--- src/rtl/skip_seq_ctrl_pkg.sv ---
`default_nettype none
// ============================================================================
//  Module      : skip_pkg
//  Description : Shared types and constants for the skip-multiples run control.
//  Revision    : 1.0 - initial release
// ============================================================================
package skip_pkg;

    localparam int DEFAULT_WIDTH = 4;
    localparam int MIN_MOD       = 2;

    typedef enum logic [1:0] {
        IDLE = 2'd0,
        RUN  = 2'd1,
        DONE = 2'd2
    } state_e;

endpackage : skip_pkg
`default_nettype wire

--- src/rtl/skip_seq_ctrl_if.sv ---
`default_nettype none
// ============================================================================
//  Module      : skip_seq_ctrl_if
//  Description : Valid/ready stream carrying the filtered count values.
//  Revision    : 1.0 - initial release
// ============================================================================
interface skip_seq_ctrl_if
    import skip_pkg::*;
#(
    parameter int WIDTH = DEFAULT_WIDTH
);

    logic             out_valid;
    logic             out_ready;
    logic [WIDTH-1:0] out_value;

    modport master (
        output out_valid,
        output out_value,
        input  out_ready
    );

    modport slave (
        input  out_valid,
        input  out_value,
        output out_ready
    );

endinterface : skip_seq_ctrl_if
`default_nettype wire

--- src/rtl/skip_seq_ctrl_step.sv ---
`default_nettype none
// ============================================================================
//  Module      : skip_step
//  Description : Combinational next-value step using an incremental residue.
//  Revision    : 1.0 - initial release
// ============================================================================
module skip_step
    import skip_pkg::*;
#(
    parameter int WIDTH = DEFAULT_WIDTH
) (
    input  logic [WIDTH-1:0] value,
    input  logic [WIDTH-1:0] residue,
    input  logic [WIDTH-1:0] m,
    input  logic [WIDTH-1:0] limit,
    output logic [WIDTH-1:0] next_value,
    output logic [WIDTH-1:0] next_residue,
    output logic             last
);

    logic             at_pre_mult;
    logic [WIDTH:0]   wide_next;

    // One extra bit keeps value+2 from wrapping so the limit compare stays exact.
    always_comb begin
        at_pre_mult  = (residue == (m - WIDTH'(1)));
        wide_next    = {1'b0, value} + (at_pre_mult ? (WIDTH+1)'(2) : (WIDTH+1)'(1));
        next_residue = at_pre_mult ? WIDTH'(1) : (residue + WIDTH'(1));
        next_value   = wide_next[WIDTH-1:0];
        last         = (wide_next > {1'b0, limit});
    end

endmodule : skip_step
`default_nettype wire

--- src/rtl/skip_seq_ctrl.sv ---
`default_nettype none
// ============================================================================
//  Module      : skip_seq_ctrl
//  Description : Emits 1..limit skipping multiples of the modulus on a stream.
//  Revision    : 1.0 - initial release
// ============================================================================
module skip_seq_ctrl
    import skip_pkg::*;
#(
    parameter int WIDTH = DEFAULT_WIDTH,
    parameter int CNT_W = 5
) (
    input  logic                clk,
    input  logic                rst,
    input  logic                start,
    input  logic                abort,
    input  logic [WIDTH-1:0]    cfg_mod,
    input  logic [WIDTH-1:0]    cfg_limit,
    skip_seq_ctrl_if.master     strm,
    output logic                busy,
    output logic                done,
    output logic                err,
    output logic [CNT_W-1:0]    count
);

    state_e           state_q,   state_d;
    logic [WIDTH-1:0] mod_q,     mod_d;
    logic [WIDTH-1:0] limit_q,   limit_d;
    logic [WIDTH-1:0] value_q,   value_d;
    logic [WIDTH-1:0] residue_q, residue_d;
    logic             valid_q,   valid_d;
    logic             busy_q,    busy_d;
    logic             done_q,    done_d;
    logic             err_q,     err_d;
    logic [CNT_W-1:0] count_q,   count_d;

    logic [WIDTH-1:0] step_value;
    logic [WIDTH-1:0] step_residue;
    logic             step_last;
    logic             handshake;

    skip_step #(
        .WIDTH (WIDTH)
    ) u_step (
        .value        (value_q),
        .residue      (residue_q),
        .m            (mod_q),
        .limit        (limit_q),
        .next_value   (step_value),
        .next_residue (step_residue),
        .last         (step_last)
    );

    always_comb begin
        state_d   = state_q;
        mod_d     = mod_q;
        limit_d   = limit_q;
        value_d   = value_q;
        residue_d = residue_q;
        valid_d   = valid_q;
        count_d   = count_q;
        done_d    = 1'b0;
        err_d     = 1'b0;
        handshake = valid_q & strm.out_ready;

        unique case (state_q)
            IDLE: begin
                // abort carries no meaning here, so a coincident start wins.
                if (start) begin
                    if (cfg_mod < WIDTH'(MIN_MOD)) begin
                        err_d = 1'b1;
                    end else begin
                        mod_d   = cfg_mod;
                        limit_d = cfg_limit;
                        count_d = '0;
                        if (cfg_limit == '0) begin
                            state_d = DONE;
                            done_d  = 1'b1;
                        end else begin
                            state_d   = RUN;
                            value_d   = WIDTH'(1);
                            residue_d = WIDTH'(1);
                            valid_d   = 1'b1;
                        end
                    end
                end
            end
            RUN: begin
                if (abort) begin
                    state_d = IDLE;
                    valid_d = 1'b0;
                end else if (handshake) begin
                    count_d = count_q + CNT_W'(1);
                    if (step_last) begin
                        state_d = DONE;
                        valid_d = 1'b0;
                        done_d  = 1'b1;
                    end else begin
                        value_d   = step_value;
                        residue_d = step_residue;
                    end
                end
            end
            DONE: begin
                state_d = IDLE;
            end
            default: begin
                state_d = IDLE;
                valid_d = 1'b0;
            end
        endcase

        busy_d = (state_d != IDLE);
    end

    always_ff @(posedge clk) begin
        if (rst) begin
            state_q   <= IDLE;
            mod_q     <= '0;
            limit_q   <= '0;
            value_q   <= '0;
            residue_q <= '0;
            valid_q   <= 1'b0;
            busy_q    <= 1'b0;
            done_q    <= 1'b0;
            err_q     <= 1'b0;
            count_q   <= '0;
        end else begin
            state_q   <= state_d;
            mod_q     <= mod_d;
            limit_q   <= limit_d;
            value_q   <= value_d;
            residue_q <= residue_d;
            valid_q   <= valid_d;
            busy_q    <= busy_d;
            done_q    <= done_d;
            err_q     <= err_d;
            count_q   <= count_d;
        end
    end

    assign strm.out_valid = valid_q;
    assign strm.out_value = value_q;
    assign busy           = busy_q;
    assign done           = done_q;
    assign err            = err_q;
    assign count          = count_q;

endmodule : skip_seq_ctrl
`default_nettype wire
--- src/flat_wrapper.sv ---
// flat-port wrapper written by rule: the top's interface ports become plain ports
module skip_seq_ctrl_flat import skip_pkg::*;
#(
    parameter int WIDTH = DEFAULT_WIDTH,
    parameter int CNT_W = 5
)
  (clk, rst, start, abort, cfg_mod, cfg_limit, busy, done, err, count, strm_out_valid, strm_out_value, strm_out_ready);
  skip_seq_ctrl_if #(.WIDTH(WIDTH)) strm_i ();
  input  logic clk;
  input  logic rst;
  input  logic start;
  input  logic abort;
  input  logic [WIDTH-1:0] cfg_mod;
  input  logic [WIDTH-1:0] cfg_limit;
  output logic busy;
  output logic done;
  output logic err;
  output logic [CNT_W-1:0] count;
  output wire logic [$bits(strm_i.out_valid)-1:0] strm_out_valid;
  output wire logic [$bits(strm_i.out_value)-1:0] strm_out_value;
  input wire logic [$bits(strm_i.out_ready)-1:0] strm_out_ready;
  assign strm_out_valid = strm_i.out_valid;
  assign strm_out_value = strm_i.out_value;
  assign strm_i.out_ready = strm_out_ready;
  skip_seq_ctrl #(.WIDTH(WIDTH), .CNT_W(CNT_W)) u_core (.clk(clk), .rst(rst), .start(start), .abort(abort), .cfg_mod(cfg_mod), .cfg_limit(cfg_limit), .strm(strm_i), .busy(busy), .done(done), .err(err), .count(count));
endmodule
--- config.mk ---
export PLATFORM = sky130hd
export DESIGN_NAME = skip_seq_ctrl_flat
export DESIGN_NICKNAME = d
export VERILOG_FILES = /design/src/rtl/skip_seq_ctrl_pkg.sv /design/src/rtl/skip_seq_ctrl_if.sv /design/src/rtl/skip_seq_ctrl_step.sv /design/src/rtl/skip_seq_ctrl.sv /design/src/flat_wrapper.sv
export SDC_FILE = /design/constraint.sdc
export NUM_CORES = 1
export LEC_CHECK = 0
export BUFFER_PORTS_ARGS = -buffer_cell sky130_fd_sc_hd__buf_2
export CORE_MARGIN = 2
export CORE_UTILIZATION = 49
export CTS_BUF_LIST = sky130_fd_sc_hd__clkbuf_8 sky130_fd_sc_hd__clkbuf_16
export DETAILED_ROUTE_END_ITERATION = 7
export PLACE_DENSITY = 0.74
export SLEW_MARGIN = 20
export SYNTH_ARGS = -nofsm -noshare
export SYNTH_HDL_FRONTEND = slang
export SYNTH_HIERARCHICAL = 1
export SYNTH_SLANG_ARGS = --single-unit
export TNS_END_PERCENT = 20
--- constraint.sdc ---
create_clock -name clk -period 3.8 [get_ports clk]
set_input_delay 0.38 -clock clk [delete_from_list [all_inputs] [get_ports clk]]
set_output_delay 0.38 -clock clk [all_outputs]
set_load 0.03 [all_outputs]
Word level (Yosys, flattened, before mapping)
Index checks and enable logic that the tools add are counted.

operators by class
  equality and inequality tests = 11
  magnitude comparators = 2
  bitwise logic cells = 5
  reductions and logical operators = 9
  add/sub/neg operators = 4
  muxes and demuxes = 40

operators by type and width
  operator                                                                      count
  4-bit two-way mux                                                             10
  5-bit two-way mux                                                             4
  4-bit case mux with 2 select lines                                            2
  2-bit two-way mux                                                             7
  1-bit two-way mux                                                             13
  2-bit inequality test, second input constant                                  5
  5-bit case mux with 2 select lines                                            1
  7-bit AND reduction                                                           1
  3-bit by 2-bit inequality test with 1-bit output, second input constant       2
  6-bit AND reduction                                                           1
  4-bit by 2-bit adder with 5-bit output                                        1
  5-bit by 1-bit adder with 5-bit output, second input constant                 1
  5-bit by 4-bit greater-than comparator with 1-bit output                      1
  5-bit AND reduction                                                           1
  4-bit by 1-bit adder with 4-bit output, second input constant                 1
  4-bit equality test                                                           1
  4-bit zero test                                                               1
  4-bit by 2-bit less-than comparator with 1-bit output, second input constant  1
  1-bit inverter                                                                4
  2-bit case mux with 2 select lines                                            1
  2-bit nonzero test                                                            2
  4-bit by 1-bit subtractor with 4-bit output, second input constant            1
  1-bit case mux with 3 select lines                                            1
  3-bit AND reduction                                                           1
  7 further kinds                                                               7

word-level totals
  input port bits = 13
  flip-flop bits (word level) = 27
  output and inout bits = 13

Longest topological paths before layout
Gate-level depths: netlist (run 1).

  depth after elaboration = 10
  depth in mapped cells = 19
  mapped depth without buffers = 19

Modules after synthesis
The synthesis (run 1) kept the hierarchy.

by module, submodules not included
  module         instances  cells an instance  area an instance (µm²)
  skip_seq_ctrl  1          125                1132.3
  skip_step      1          46                 349.1

Worst setup path after synthesis (run 1)
Ideal clock, no wire load.

  path type = reg-to-reg
  start point = reg u_core.mod_q[0]
  end point = reg u_core.value_q[2], in the netlist u_core/strm.out_value[2]
  arrival time = 3661 ps
  stages on the path, launching flop included = 19
  slack = 22 ps
  path buffers = 1
  cells stage by stage = dfxtp_1 inv_1 ha_1 xor2_1 nand2_1 nor3_2 inv_1 ha_1 fa_1 xor2_1 ha_1 nand4_1 o21ai_0 a21oi_1 a31o_2 o21a_1 a211o_1 buf_6 a32o_1

RTL lines
  element                                                   RTL line                  RTL
  start: declaration                                        skip_seq_ctrl.sv:27       logic [WIDTH-1:0] mod_q, mod_d;
  start signal: assignment                                  skip_seq_ctrl.sv:130      mod_q <= mod_d;
  4-bit by 1-bit subtractor with 4-bit output               skip_seq_ctrl_step.sv:26  at_pre_mult = (residue == (m - WIDTH'(1)));
  4-bit equality test                                       skip_seq_ctrl_step.sv:26
  2-bit two-way mux                                         skip_seq_ctrl_step.sv:27  wide_next = {1'b0, value} + (at_pre_mult ? (WIDTH+1)'(2) : (WIDTH+1)'(1));
  4-bit by 2-bit adder with 5-bit output                    skip_seq_ctrl_step.sv:27
  net u_core.step_value[2]                                  skip_seq_ctrl.sv:37       logic [WIDTH-1:0] step_value;
  5-bit by 4-bit greater-than comparator with 1-bit output  skip_seq_ctrl_step.sv:30  last = (wide_next > {1'b0, limit});
  net u_core.step_last                                      skip_seq_ctrl.sv:39       logic step_last;
  2-bit inequality test (no line)                           -
  7-bit AND reduction (no line)                             -
  end signal: assignment                                    skip_seq_ctrl.sv:132      value_q <= value_d;
  end: declaration                                          skip_seq_ctrl.sv:29       logic [WIDTH-1:0] value_q, value_d;

The timed path passes the listed nets, and every way through them passes these cells. The select of a mux whose other input is x is not followed.
A chain may end at the register's enable or synchronous reset.

Final worst setup path (run 1)
  start point = reg u_core.mod_q[1]
  end point = reg u_core.value_q[2], in the netlist u_core/strm.out_value[2]

The elaborated chain is that of the path after synthesis.

==> metrics, run 1 <==
synthesized area per cell=just under 9 µm²; root buffer cell=clkbuf_8; CTS max path bufs=2; Crit Path Max Fanout=8; Port Buffers=25; largest net degree at the start of global routing=22; vias in the first global route=roughly 1200; CP Class=flop to flop; NetSw=between 150 and 200 µW; status=finished clean; Post-synth EDFFs=0; I/O pins=26; Core Footprint=approximately 2800 µm²; drt wl/cell=between 10 and 15 µm; Max-cap violations=0; CTS tree=built; total grt overflow=0; final worst path period share=96.7%; top post-synthesis cells by area=dfxtp_1 36%, ha_1 7.6%, nand2_1 6.8%; drt total wl=3.09 mm; multiplexer share of the synthesized area=1.35%; Int Pwr=between 400 and 500 µW; initial antenna violation count=0; CP Data Arrival Time=approximately 3.8 ns; Worst IR Drop VDD=just over 0.2 mV; Post-Synth XOR/XNOR Area=5.32%; Syn-to-layout area delta=16.0%; FF+latch count, synth=27; R2R depth=17; cts hold-fix bufs=0; Slew Viols, Final=0; number of DRC markers in iteration 0=43; CTS buffer count=3; Comb power frac=a little over a fifth; skew final=between 0.003 and 0.004 ns; placed cell count=between 200 and 250; placed cell areas=approximately 1600 µm²; Switching Share=around 28%; Yosys warning total=6; Synth Net Count=around 190; worst hold-check path type=primary input to flop; layout cells sized above 1=23.7%; row cnt=19; Post-Synth Simple-Gate Area=roughly 22%; worst path required time=just under 4 ns; final design utilization=61.2%; Hold Fails Final Rpt=0; ant diodes=0; top cell type by total area after synthesis=dfxtp_1; Non-Filler Instances=229; DR DRC count=0; Fin Hold WS=0.339 ns; CP endpoint kind=flop; post-synthesis sequential area ratio=a little over a third; Pwr Density=between 300 and 400 nW/µm²; most frequent cells in the layout=27 x nand2_1, 26 x dfxtp_1, 25 x buf_2, 14 x inv_1, 13 x a21oi_1; ys async rst share=0%; routed via count=1296; antenna-violating nets left=0; die area=3480 µm²; gr usage total=between 10% and 20%; initial core utilization=a little over half; Pre-Repair DR Iteration Count=4; Flop pwr share=between 50% and 60%; clock power share=approximately 27%; post-place setup slack=-0.135 ns; cell leakage power=around 0.74 nW; GPL Wtd Cong=~0.78; Clock H-tree levels=1; Slew HR=just over 70%; top-area cell type share of the netlist area=roughly 36%; Hold Crit Depth=3; Cells after Synth=171; Die X-Extent=59.0 µm; Max Clock Freq=around 270 MHz; Final setup viols=0; Nets=222; Setup crit start kind=flop; ys flop type=dfxtp_1; commonest non-fill, non-tap cell in the layout=nand2_1; Worst Max-Slew Pin Slew=a little over 0.4 ns; final setup margin=between 0.1 and 0.15 ns; later-pin clock latency in the skew report=0.27 ns; post-DP HPWL=between 2 and 2.5 mm; Min Clock Period, post-route=approximately 3.7 ns; cell area after layout=1720 µm²; main combinational cell family by area after synthesis=simple AND/OR/NAND/NOR gates; RSZ-0062 raised after global routing=yes; Mapped Area=1480 µm²; clk sinks=27; first-pass GRT wire length=between 5 and 6 mm; compound-gate portion of the synthesized area=19.5%; vias per cell=5.66; post-synthesis adder-cell area fraction=8.95%; Clk pin slew, worst setup/hold paths=approximately 0.090 ns; chip height=about 59 µm; number of distinct library cells after synthesis=40
-- registers in the layout, indices dropped and copies added (netlist names) --
name / count
u_core/busy: 1
u_core/count: 5
u_core/done: 1
u_core/err: 1
u_core/limit_q: 4
u_core/mod_q: 4
u_core/residue_q: 4
u_core/state_q: 2
u_core/strm.out_valid: 1
u_core/strm.out_value: 4
-- critical path: stages (launching register included) --
cell	delay [ns]
dfxtp_2	0.35
inv_1	0.05
ha_1	0.28
xor2_1	0.19
nand2_1	0.10
nor3_2	0.20
inv_1	0.07
ha_2	0.19
fa_2	0.38
xor2_1	0.19
ha_1	0.32
nand4_1	0.09
o21ai_0	0.08
a21oi_1	0.06
a31o_2	0.23
o21a_1	0.19
a211o_4	0.32
a32o_2	0.28
-- final timing paths --
kind                              end  slack (ns)               from
max          u_core/strm.out_value[2]        0.12    u_core/mod_q[1]
min                   u_core/mod_q[0]        0.34         cfg_mod[0]
max reg2reg  u_core/strm.out_value[2]        0.12    u_core/mod_q[1]
min reg2reg         u_core/limit_q[3]        0.46  u_core/limit_q[3]
-- synthesized netlist by cell type, types with 2 or more instances --
| master | instances |
|---|---|
| nand3b_1 | 3 |
| nand2b_1 | 2 |
| o21ai_0 | 8 |
| a211oi_1 | 2 |
| buf_6 | 2 |
| nor3_2 | 2 |
| a211o_1 | 2 |
| ha_1 | 9 |
| nor2_1 | 7 |
| inv_1 | 13 |
| nor3_1 | 2 |
| clkbuf_1 | 3 |
| nand2_1 | 27 |
| nor2b_1 | 2 |
| xor2_1 | 4 |
| dfxtp_1 | 27 |
| xnor2_1 | 5 |
| or3_1 | 4 |
| mux2i_1 | 2 |
| a21boi_1 | 3 |
| a21oi_1 | 13 |
| nand3_1 | 6 |
| and2_1 | 2 |
| a211oi_2 | 2 |
| a32o_1 | 4 |
-- power by group through the flow --
stage / registers [mW] / logic, mW / clock network [mW]
2_1_floorplan: 0.317 / 0.0823 / 0
3_3_place_gp: 0.311 / 0.111 / 0
3_5_place_dp: 0.312 / 0.115 / 0
4_1_cts: 0.305 / 0.119 / 0.164
5_1_grt: 0.307 / 0.140 / 0.176
6_report: 0.305 / 0.128 / 0.159
-- layout make-up --
type	count	area, µm²
clock buffers	3	41.3
fillers	257	1090
repair buffers	29	155
inverters	13	48.8
clock inverters	1	3.75
flip-flops and latches	27	542
well taps	31	38.8
multi-input cells	125	888
-- cells by family (layout without fill, tap and decap cells) --
family | Yosys count | after routing
buf+inv | 19 | 46
compound gates | 41 | 41
xor+xnor | 9 | 9
mux | 2 | 2
flops | 27 | 27
fa+ha+maj | 10 | 10
simple gates | 63 | 63
-- timing repair --
| item | 4_1_cts | 5_1_grt |
|---|---|---|
| setup buffers | 0 | 2 |
| endpoints found under the setup margin | 6 | 9 |
| hold endpoints to repair | 0 | 0 |
| gates cloned | 0 | 0 |
| pin swaps | 1 | 6 |
| gates resized for setup | 4 | 5 |
-- metrics by stage --
stage / power [mW] / setup TNS (ns)
4_1_cts: 0.589 / 0
2_1_floorplan: 0.399 / 0
3_3_place_gp: 0.422 / 0
6_report: 0.592 / 0
5_1_grt: 0.622 / -0.0439
3_5_place_dp: 0.426 / -0.556
-- routing by layer --
| layer | up-vias | share of wire [%] | GRT usage [%] | wire (µm) |
|---|---|---|---|---|
| met1 | 607 | 46 | 24.6 | 1430 |
| li1 | 655 | - | - | - |
| met5 | - | 0 | 0 | 0 |
| met4 | 0 | 0.81 | 5.84 | 25 |
| met2 | 30 | 48 | 32.4 | 1500 |
| met3 | 4 | 4.3 | 4.37 | 134 |
No activity file was read; power rests on OpenSTA's default activity.
==> run 2, diff against run 1 <==
--- a/config.mk
+++ b/config.mk
@@ -11,9 +11,9 @@
 export CTS_BUF_LIST = sky130_fd_sc_hd__clkbuf_8 sky130_fd_sc_hd__clkbuf_16
 export DETAILED_ROUTE_END_ITERATION = 7
 export PLACE_DENSITY = 0.74
+export SKIP_LAST_GASP = 1
 export SLEW_MARGIN = 20
 export SYNTH_ARGS = -nofsm -noshare
 export SYNTH_HDL_FRONTEND = slang
-export SYNTH_HIERARCHICAL = 1
 export SYNTH_SLANG_ARGS = --single-unit
 export TNS_END_PERCENT = 20
==> run 2 against run 1 <==
  * Count of clock-buffer cells in the layout stayed put
  * Critical path depth fell by 1
  * Sequential power is essentially flat
  * Synthesized cell count decreased by 2.3%
  * Synthesized area fell by 0.17%
  * Largest power group unchanged
  * Die area shrank 0.15%
  * Via count down 3.2%
  * Worst setup slack better by 0.083 ns
  * Sequential share of layout area shrank 0.32 points
==> metrics, run 2 <==
overall power=601 µW (+1.6%); ant diodes=0 (unchanged); Die X-Extent=58.9 µm (about the same); vias per cell=5.53 (-2.3%); Mapped Area=1480 µm² (-0.17%); most frequent cells in the layout=26 x dfxtp_1, 25 x buf_2, 17 x nand2_1, 16 x nor2_1; Slew HR=54.5% (-18 points); drt total wl=3.12 mm (+0.74%); Worst Hold End=u_core.mod_q[1]; Hold Fails Final Rpt=0 (unchanged); CP Class=flop to flop; ys flop type=dfxtp_1; gr usage total=20.2% (+0.95 points); final setup margin=0.208 ns (+0.0832 ns); Cells after Synth=167 (-2.3%); DR DRC count=0 (unchanged); ys async rst share=0% (unchanged); worst path required time=3.98 ns (about the same); drt wl/cell=13.7 µm (+1.6%); Worst IR Drop VDD=0.178 mV (-13%); Clock H-tree levels=1 (unchanged); clk sinks=27 (unchanged); Port Buffers=25 (unchanged); post-DP HPWL=2.37 mm (+1.2%); R2R depth=16 (-1); setup TNS=0 ns (unchanged); Critical R2R Capture=u_core.strm.out_valid; number of DRC markers in iteration 0=36 (-16%); Clk pin slew, worst setup/hold paths=0.09 ns (about the same); CTS max path bufs=2 (unchanged); routed via count=1255 (-3.2%); row cnt=19 (unchanged); top-area cell type share of the netlist area=36.5% (+0.062 points); cts hold-fix bufs=0 (unchanged); top cell type by total area after synthesis=dfxtp_1; cell leakage power=0.768 nW (+4.1%); Nets=220 (-0.90%); final worst path period share=94.5% (-2.2 points); later-pin clock latency in the skew report=0.27 ns (about the same); status=finished clean; Hold Crit Depth=3 (unchanged); vias in the first global route=1260 (+4.3%); number of distinct library cells after synthesis=43 (+7.5%); Post-synth EDFFs=0 (unchanged); CP Data Arrival Time=3.77 ns (-0.07 ns); fill cell count=252 (-1.9%); Syn-to-layout area delta=17.3%; first-pass GRT wire length=5.49 mm (+7.1%); Synth Net Count=190 (-2.1%); worst r2r src=u_core.mod_q[0]; CP endpoint kind=flop; antenna-violating nets left=0 (unchanged); layout cells sized above 1=25.5% (+1.8 points); Reg2Reg Setup Slack=0.21 ns (+0.08 ns); Final setup viols=0 (unchanged); Hold Startpoint=cfg_mod[1]; Pwr Density=346 nW/µm² (+0.54%); root buffer cell=clkbuf_8; Crit Path Max Fanout=5 (-3); Slew Viols, Final=0 (unchanged); Yosys warning total=0 (-6); synthesized area per cell=8.86 µm² (+2.2%); placed cell areas=1630 µm² (+0.31%); skew final=0.00751 ns (+0.00442 ns); most common cell in the synthesized netlist=dfxtp_1; initial core utilization=52.7% (-0.089 points); chip height=58.9 µm (about the same); I/O pins=26 (unchanged); Max-cap violations=0 (unchanged); CTS buffer count=3 (unchanged); Pre-Repair DR Iteration Count=4 (unchanged); total grt overflow=0 (unchanged); post-synthesis sequential area ratio=36.5% (+0.062 points); largest net degree at the start of global routing=24 (+9.1%); worst hold-check path type=primary input to flop; FF+latch count, synth=27 (unchanged); Core Footprint=2810 µm² (unchanged); cell area after layout=1740 µm² (+1.0%); Max Clock Freq=278 MHz (+2.3%); RSZ-0062 raised after global routing=yes; Min Clock Period, post-route=3.59 ns (-0.0832 ns); initial antenna violation count=0 (unchanged); commonest non-fill, non-tap cell in the layout=dfxtp_1; GPL Wtd Cong=0.853 (+9.7%); Setup crit start kind=flop; number of flip-flops in the largest register=5 (unchanged); post-place setup slack=0.0192 ns (+0.154 ns); top post-synthesis cells by area=dfxtp_1 37%, ha_1 7.6%, xor2_1 4.7%; die area=3470 µm² (-0.15%); Worst Max-Slew Pin Slew=0.680 ns (+0.268 ns); CTS tree=built; Post-synth top cells=27 x dfxtp_1, 17 x nand2_1, 16 x nor2_1, 11 x a21oi_1, 11 x inv_1
-- run 2: repair_timing --
action / CTS / global route
hold endpoints to repair: 0 / 0
endpoints found under the setup margin: 0 / 12
resized for setup: 0 / 11
buffers inserted: 0 / 3
-- run 2: stage by stage --
step                hold WS [ns]  instances  util [%]
detailed placement         0.449        220      58.0
global placement           0.452        220      58.0
global route               0.363        227      61.9
CTS                        0.341        224      59.6
floorplan                  0.436        167         -
finish                     0.344        227      61.9
-- run 2: layout make-up --
cell class	instances	area (µm²)	area share, %
Clock buffer	3	41.3	2.38
Clock inverter	1	3.75	0.216
Inverter	11	41.3	2.38
Multi-Input combinational cell	125	913	52.6
Sequential cell	27	542	31.2
Tap cell	31	38.8	2.24
Timing Repair Buffer	29	155	8.94
-- run 2: cell families (layout without fill, tap and decap cells) --
logic type / after synthesis / in the layout / synth area share, %
simple gates: 66 / 66 / 25.5
compound gates: 37 / 37 / 17.5
flops: 27 / 27 / 36.5
buf+inv: 15 / 44 / 4.40
xor+xnor: 12 / 12 / 7.11
fa+ha+maj: 10 / 10 / 8.97
-- run 2: per-layer routing --
| layer | part of all wire [%] | global-route usage, % | up-vias | wire, µm |
|---|---|---|---|---|
| li1 | - | - | 653 | - |
| met1 | 49 | 26.8 | 577 | 1520 |
| met2 | 47 | 35.2 | 23 | 1480 |
| met3 | 3.5 | 2.64 | 2 | 109 |
| met4 | 0.32 | 3.90 | 0 | 10 |
| met5 | 0 | 0 | - | 0 |
-- run 2: worst max-delay path, stage by stage, from the launching register on --
cell and delay [ns]:
dfxtp_2 0.36, inv_1 0.05, ha_1 0.24, xnor2_2 0.16, nor2_1 0.10, nand2_1 0.06
o21ai_1 0.07, nand3_1 0.13, ha_2 0.21, fa_2 0.38, xor2_1 0.16, ha_1 0.31
and4b_2 0.29, a211oi_2 0.23, o21ai_2 0.10, a311o_1 0.40, a211oi_1 0.26
-- run 2: worst max-delay path by stage --
stage	start	end	depth (start not counted)
after floorplan	u_core.mod_q[0]	u_core.residue_q[1]	16
after global placement	u_core.mod_q[0]	u_core.strm.out_value[2]	15
after detailed placement	u_core.mod_q[0]	u_core.strm.out_value[2]	15
after CTS	u_core.mod_q[0]	u_core.residue_q[1]	15
after global routing	u_core.mod_q[0]	u_core.strm.out_valid	15
final	u_core.mod_q[0]	u_core.strm.out_valid	16
-- run 2: where the power goes --
part | internal, mW | switching [mW]
combinational | 0.0582 | 0.0781
clock | 0.0723 | 0.0868
sequential | 0.295 | 0.0107
total | 0.425 | 0.176
==> run 3, diff against run 2 <==
--- a/config.mk
+++ b/config.mk
@@ -5,12 +5,13 @@
 export SDC_FILE = /design/constraint.sdc
 export NUM_CORES = 1
 export LEC_CHECK = 0
+export ABC_AREA = 1
 export BUFFER_PORTS_ARGS = -buffer_cell sky130_fd_sc_hd__buf_2
 export CORE_MARGIN = 2
-export CORE_UTILIZATION = 49
+export CORE_UTILIZATION = 50
 export CTS_BUF_LIST = sky130_fd_sc_hd__clkbuf_8 sky130_fd_sc_hd__clkbuf_16
 export DETAILED_ROUTE_END_ITERATION = 7
-export PLACE_DENSITY = 0.74
+export PLACE_DENSITY = 0.75
 export SKIP_LAST_GASP = 1
 export SLEW_MARGIN = 20
 export SYNTH_ARGS = -nofsm -noshare
==> constraint.sdc (replaced) <==
create_clock -name clk -period 3.8 [get_ports clk]
set_input_delay 1.14 -clock clk [delete_from_list [all_inputs] [get_ports clk]]
set_output_delay 1.14 -clock clk [all_outputs]
set_load 0.03 [all_outputs]
==> run 3 against run 2 <==
  * Clock power grew 6%
  * Count of clock-buffer cells in the layout is the same
  * Power grew 18%
  * Register-to-register slack gained 0.32 ns
  * Hold slack gained 0.13 ns
  * Largest power group unchanged
==> metrics, run 3 <==
Hold Fails Final Rpt=0 (unchanged); commonest non-fill, non-tap cell in the layout=nand2_1; Max-cap violations=0 (unchanged); postcts setup bufs=0 (unchanged); I/O pins=26 (unchanged); root buffer cell=clkbuf_8; vias in the first global route=1230 (-2.4%); Setup crit start kind=flop; most frequent cells in the layout=63 x nand2_1, 33 x inv_1, 28 x nor2_1, 27 x dfxtp_1, 25 x buf_2; Synth Net Count=249 (+31%); worst hold-check path type=flop to flop; compound-gate portion of the synthesized area=10.4% (-7.2 points); CTS tree=built; R2R depth=22 (+6); ys flop type=dfxtp_1; FF+latch area=541 µm² (-0.23%); Pwr Density=413 nW/µm² (+19%); synthesized area per cell=6.73 µm² (-24%); total grt overflow=0 (unchanged); drt wl/cell=10.0 µm (-27%); Nets=276 (+25%); worst path required time=3.98 ns (about the same); GPL Wtd Cong=0.835 (-2.2%); critical path depth=22 (+6); Slew HR=67.7% (+13 points); CP endpoint kind=flop; Final setup viols=0 (unchanged); Worst Max-Slew Pin Slew=0.481 ns (-0.199 ns); drt total wl=2.85 mm (-8.5%); first-pass GRT wire length=4.96 mm (-9.6%); Cells after Synth=226 (+35%); Mapped Area=1520 µm² (+2.9%); ys async rst share=0% (unchanged); Post-Synth Simple-Gate Area=32.3% (+6.9 points); CP Cell Sequence=inv_1, ha_1, inv_1, nand2_1, nand2_1, nand2_1, nor2_1, nand3_1, ha_1, fa_1, xor2_1, ha_1, nand2_1, nand2_1, nand2_1, nand3_1, nand3_1, nand2_2, inv_2, nand2_1, nand2_1, nor2_1; number of DRC markers in iteration 0=39 (+8.3%); routed via count=1400 (+12%); initial antenna violation count=0 (unchanged); CTS buffer count=3 (unchanged); most frequent CP cell=nand2_1; Min Clock Period, post-route=3.27 ns (-0.322 ns); chip height=59.2 µm (+0.37%); setup TNS=0 ns (unchanged); PostCTS Resize Cnt=0 (unchanged); top-area cell type share of the netlist area=35.5% (-1.0 points); RSZ-0062 raised after global routing=no; Clk pin slew, worst setup/hold paths=0.10 ns (about the same); vias per cell=4.91 (-11%); top cell type by total area after synthesis=dfxtp_1; CP Class=flop to flop; Clock H-tree levels=1 (unchanged); CP Data Arrival Time=3.45 ns (-0.32 ns); Worst IR Drop VDD=0.239 mV (+34%); number of distinct library cells after synthesis=28 (-35%); cts hold-fix bufs=0 (unchanged); clk sinks=27 (unchanged); skew final=0.00248 ns (-0.00503 ns); top post-synthesis cells by area=dfxtp_1 36%, nand2_1 16%, inv_1 8.1%; Pre-Repair DR Iteration Count=4 (unchanged); number of flip-flops in the largest register=5 (unchanged); Hold Crit Depth=2 (-1); Crit Path Max Fanout=11 (+6); post-synthesis sequential area ratio=35.5% (-1.0 points); gr usage total=18.2% (-2.0 points); Post-Synth XOR/XNOR Area=2.88% (-4.2 points); status=finished clean; later-pin clock latency in the skew report=0.27 ns (about the same); Slew Viols, Final=0 (unchanged); area of the multi-input gates=826 µm² (-9.6%); row cnt=20 (+1); cell leakage power=0.909 nW (+18%); DR DRC count=0 (unchanged); Die X-Extent=59.2 µm (+0.37%); main combinational cell family by area after synthesis=simple AND/OR/NAND/NOR gates; ant diodes=0 (unchanged); Syn-to-layout area delta=12.8%; final design utilization=57.6% (-4.2 points); post-DP HPWL=2.23 mm (-5.9%); crit path max-delay cell type=fa_1; layout cells sized above 1=14.3% (-11 points); CTS max path bufs=2 (unchanged); Worst path top cell family by delay=adder cells; Reg2Reg Setup Slack=0.53 ns (+0.32 ns); initial core utilization=51.1% (-1.6 points); Port Buffers=25 (unchanged); CP Buf/Inv Count=3 (+2); die area=3500 µm² (+0.75%); fill cell count=293 (+16%); largest net degree at the start of global routing=20 (-17%); final worst path period share=86.0% (-8.5 points); Post-synth top cells=63 x nand2_1, 33 x inv_1, 28 x nor2_1, 27 x dfxtp_1, 17 x nand3_1; antenna-violating nets left=0 (unchanged); Crit path largest cell delay=0.40 ns (about the same); post-synthesis adder-cell area fraction=8.72% (-0.25 points); Post-synth EDFFs=0 (unchanged); Max Clock Freq=306 MHz (+9.9%); multiplexer share of the synthesized area=0% (unchanged); Core Footprint=2980 µm² (+6.2%); most common cell in the synthesized netlist=nand2_1; FF+latch count, synth=27 (unchanged); Yosys warning total=0 (unchanged)
[run 3: changes by cell type after synthesis, sizes merged, moves of 4 or more]
| cell | before | now |
|---|---|---|
| nand2 | 17 | 65 |
| nand3 | 4 | 17 |
| xnor2 | 4 | 0 |
| nor2 | 16 | 29 |
| inv | 11 | 34 |
| nor3 | 8 | 1 |
[run 3: path summary, 6_finish.rpt]
check | start | endpoint
setup reg to reg | u_core.mod_q[0] | u_core.strm.out_value[2]
hold reg to reg | u_core.limit_q[3] | u_core.limit_q[3]
hold / removal | u_core.limit_q[3] | u_core.limit_q[3]
setup / recovery | u_core.mod_q[0] | u_core.strm.out_value[2]
[run 3: routing by layer]
metal / global-route usage, % / up-vias / part of all wire (%)
met5: 0 / - / 0
met1: 25.2 / 614 / 51
met4: 7.14 / 0 / 1.3
li1: - / 763 / -
met2: 28.3 / 18 / 45
met3: 2.84 / 5 / 2.6
[run 3: report_power, final]
part / internal [mW] / leakage (nW) / total (mW) / switching (mW)
logic: 0.0775 / 0.665 / 0.213 / 0.135
clock network: 0.0745 / 0.0217 / 0.169 / 0.0941
registers: 0.308 / 0.222 / 0.328 / 0.0206
total: 0.460 / 0.909 / 0.709 / 0.250
[run 3: worst reg2reg max path, cell delays in order (launching register included)]
cell and delay [ns]:
dfxtp_1 0.36, inv_1 0.08, ha_1 0.31, inv_1 0.06
nand2_1 0.05, nand2_1 0.06, nand2_1 0.04, nor2_1 0.09
nand3_1 0.18, ha_1 0.27, fa_1 0.40, xor2_1 0.17
ha_1 0.31, nand2_1 0.08, nand2_1 0.05, nand2_1 0.05
nand3_1 0.09, nand3_1 0.09, nand2_2 0.11, inv_2 0.16
nand2_1 0.07, nand2_1 0.06, nor2_1 0.06
[run 3: logic make-up (layout without fill, tap and decap cells)]
group                      count (synthesis)  after routing
AOI/OAI and AO/OA                         28             28
buffers and inverters                     39             65
xor gates and xnor gates                   5              5
DFF                                       27             27
adders and majority gates                 10             10
and+or+nand+nor                          117            117
[run 3: cell type report]
class                           instances  share of cell area (%)
Timing Repair Buffer                   25                    7.29
Clock buffer                            3                    2.41
Clock inverter                          1                   0.437
Tap cell                               33                    2.41
Sequential cell                        27                    31.5
Multi-Input combinational cell        160                    48.1
Inverter                               36                    7.87
[run 3: stage by stage]
step,hold WS [ns],area (µm²),power (mW),worst slack [ns],instances
5_1_grt,0.511,1720,0.763,0.206,285
4_1_cts,0.472,1720,0.716,0.517,285
3_3_place_gp,0.448,1670,0.546,0.638,281
2_1_floorplan,0.434,1520,0.503,0.774,226
3_5_place_dp,0.454,1670,0.548,0.522,281
6_report,0.470,1720,0.709,0.530,285
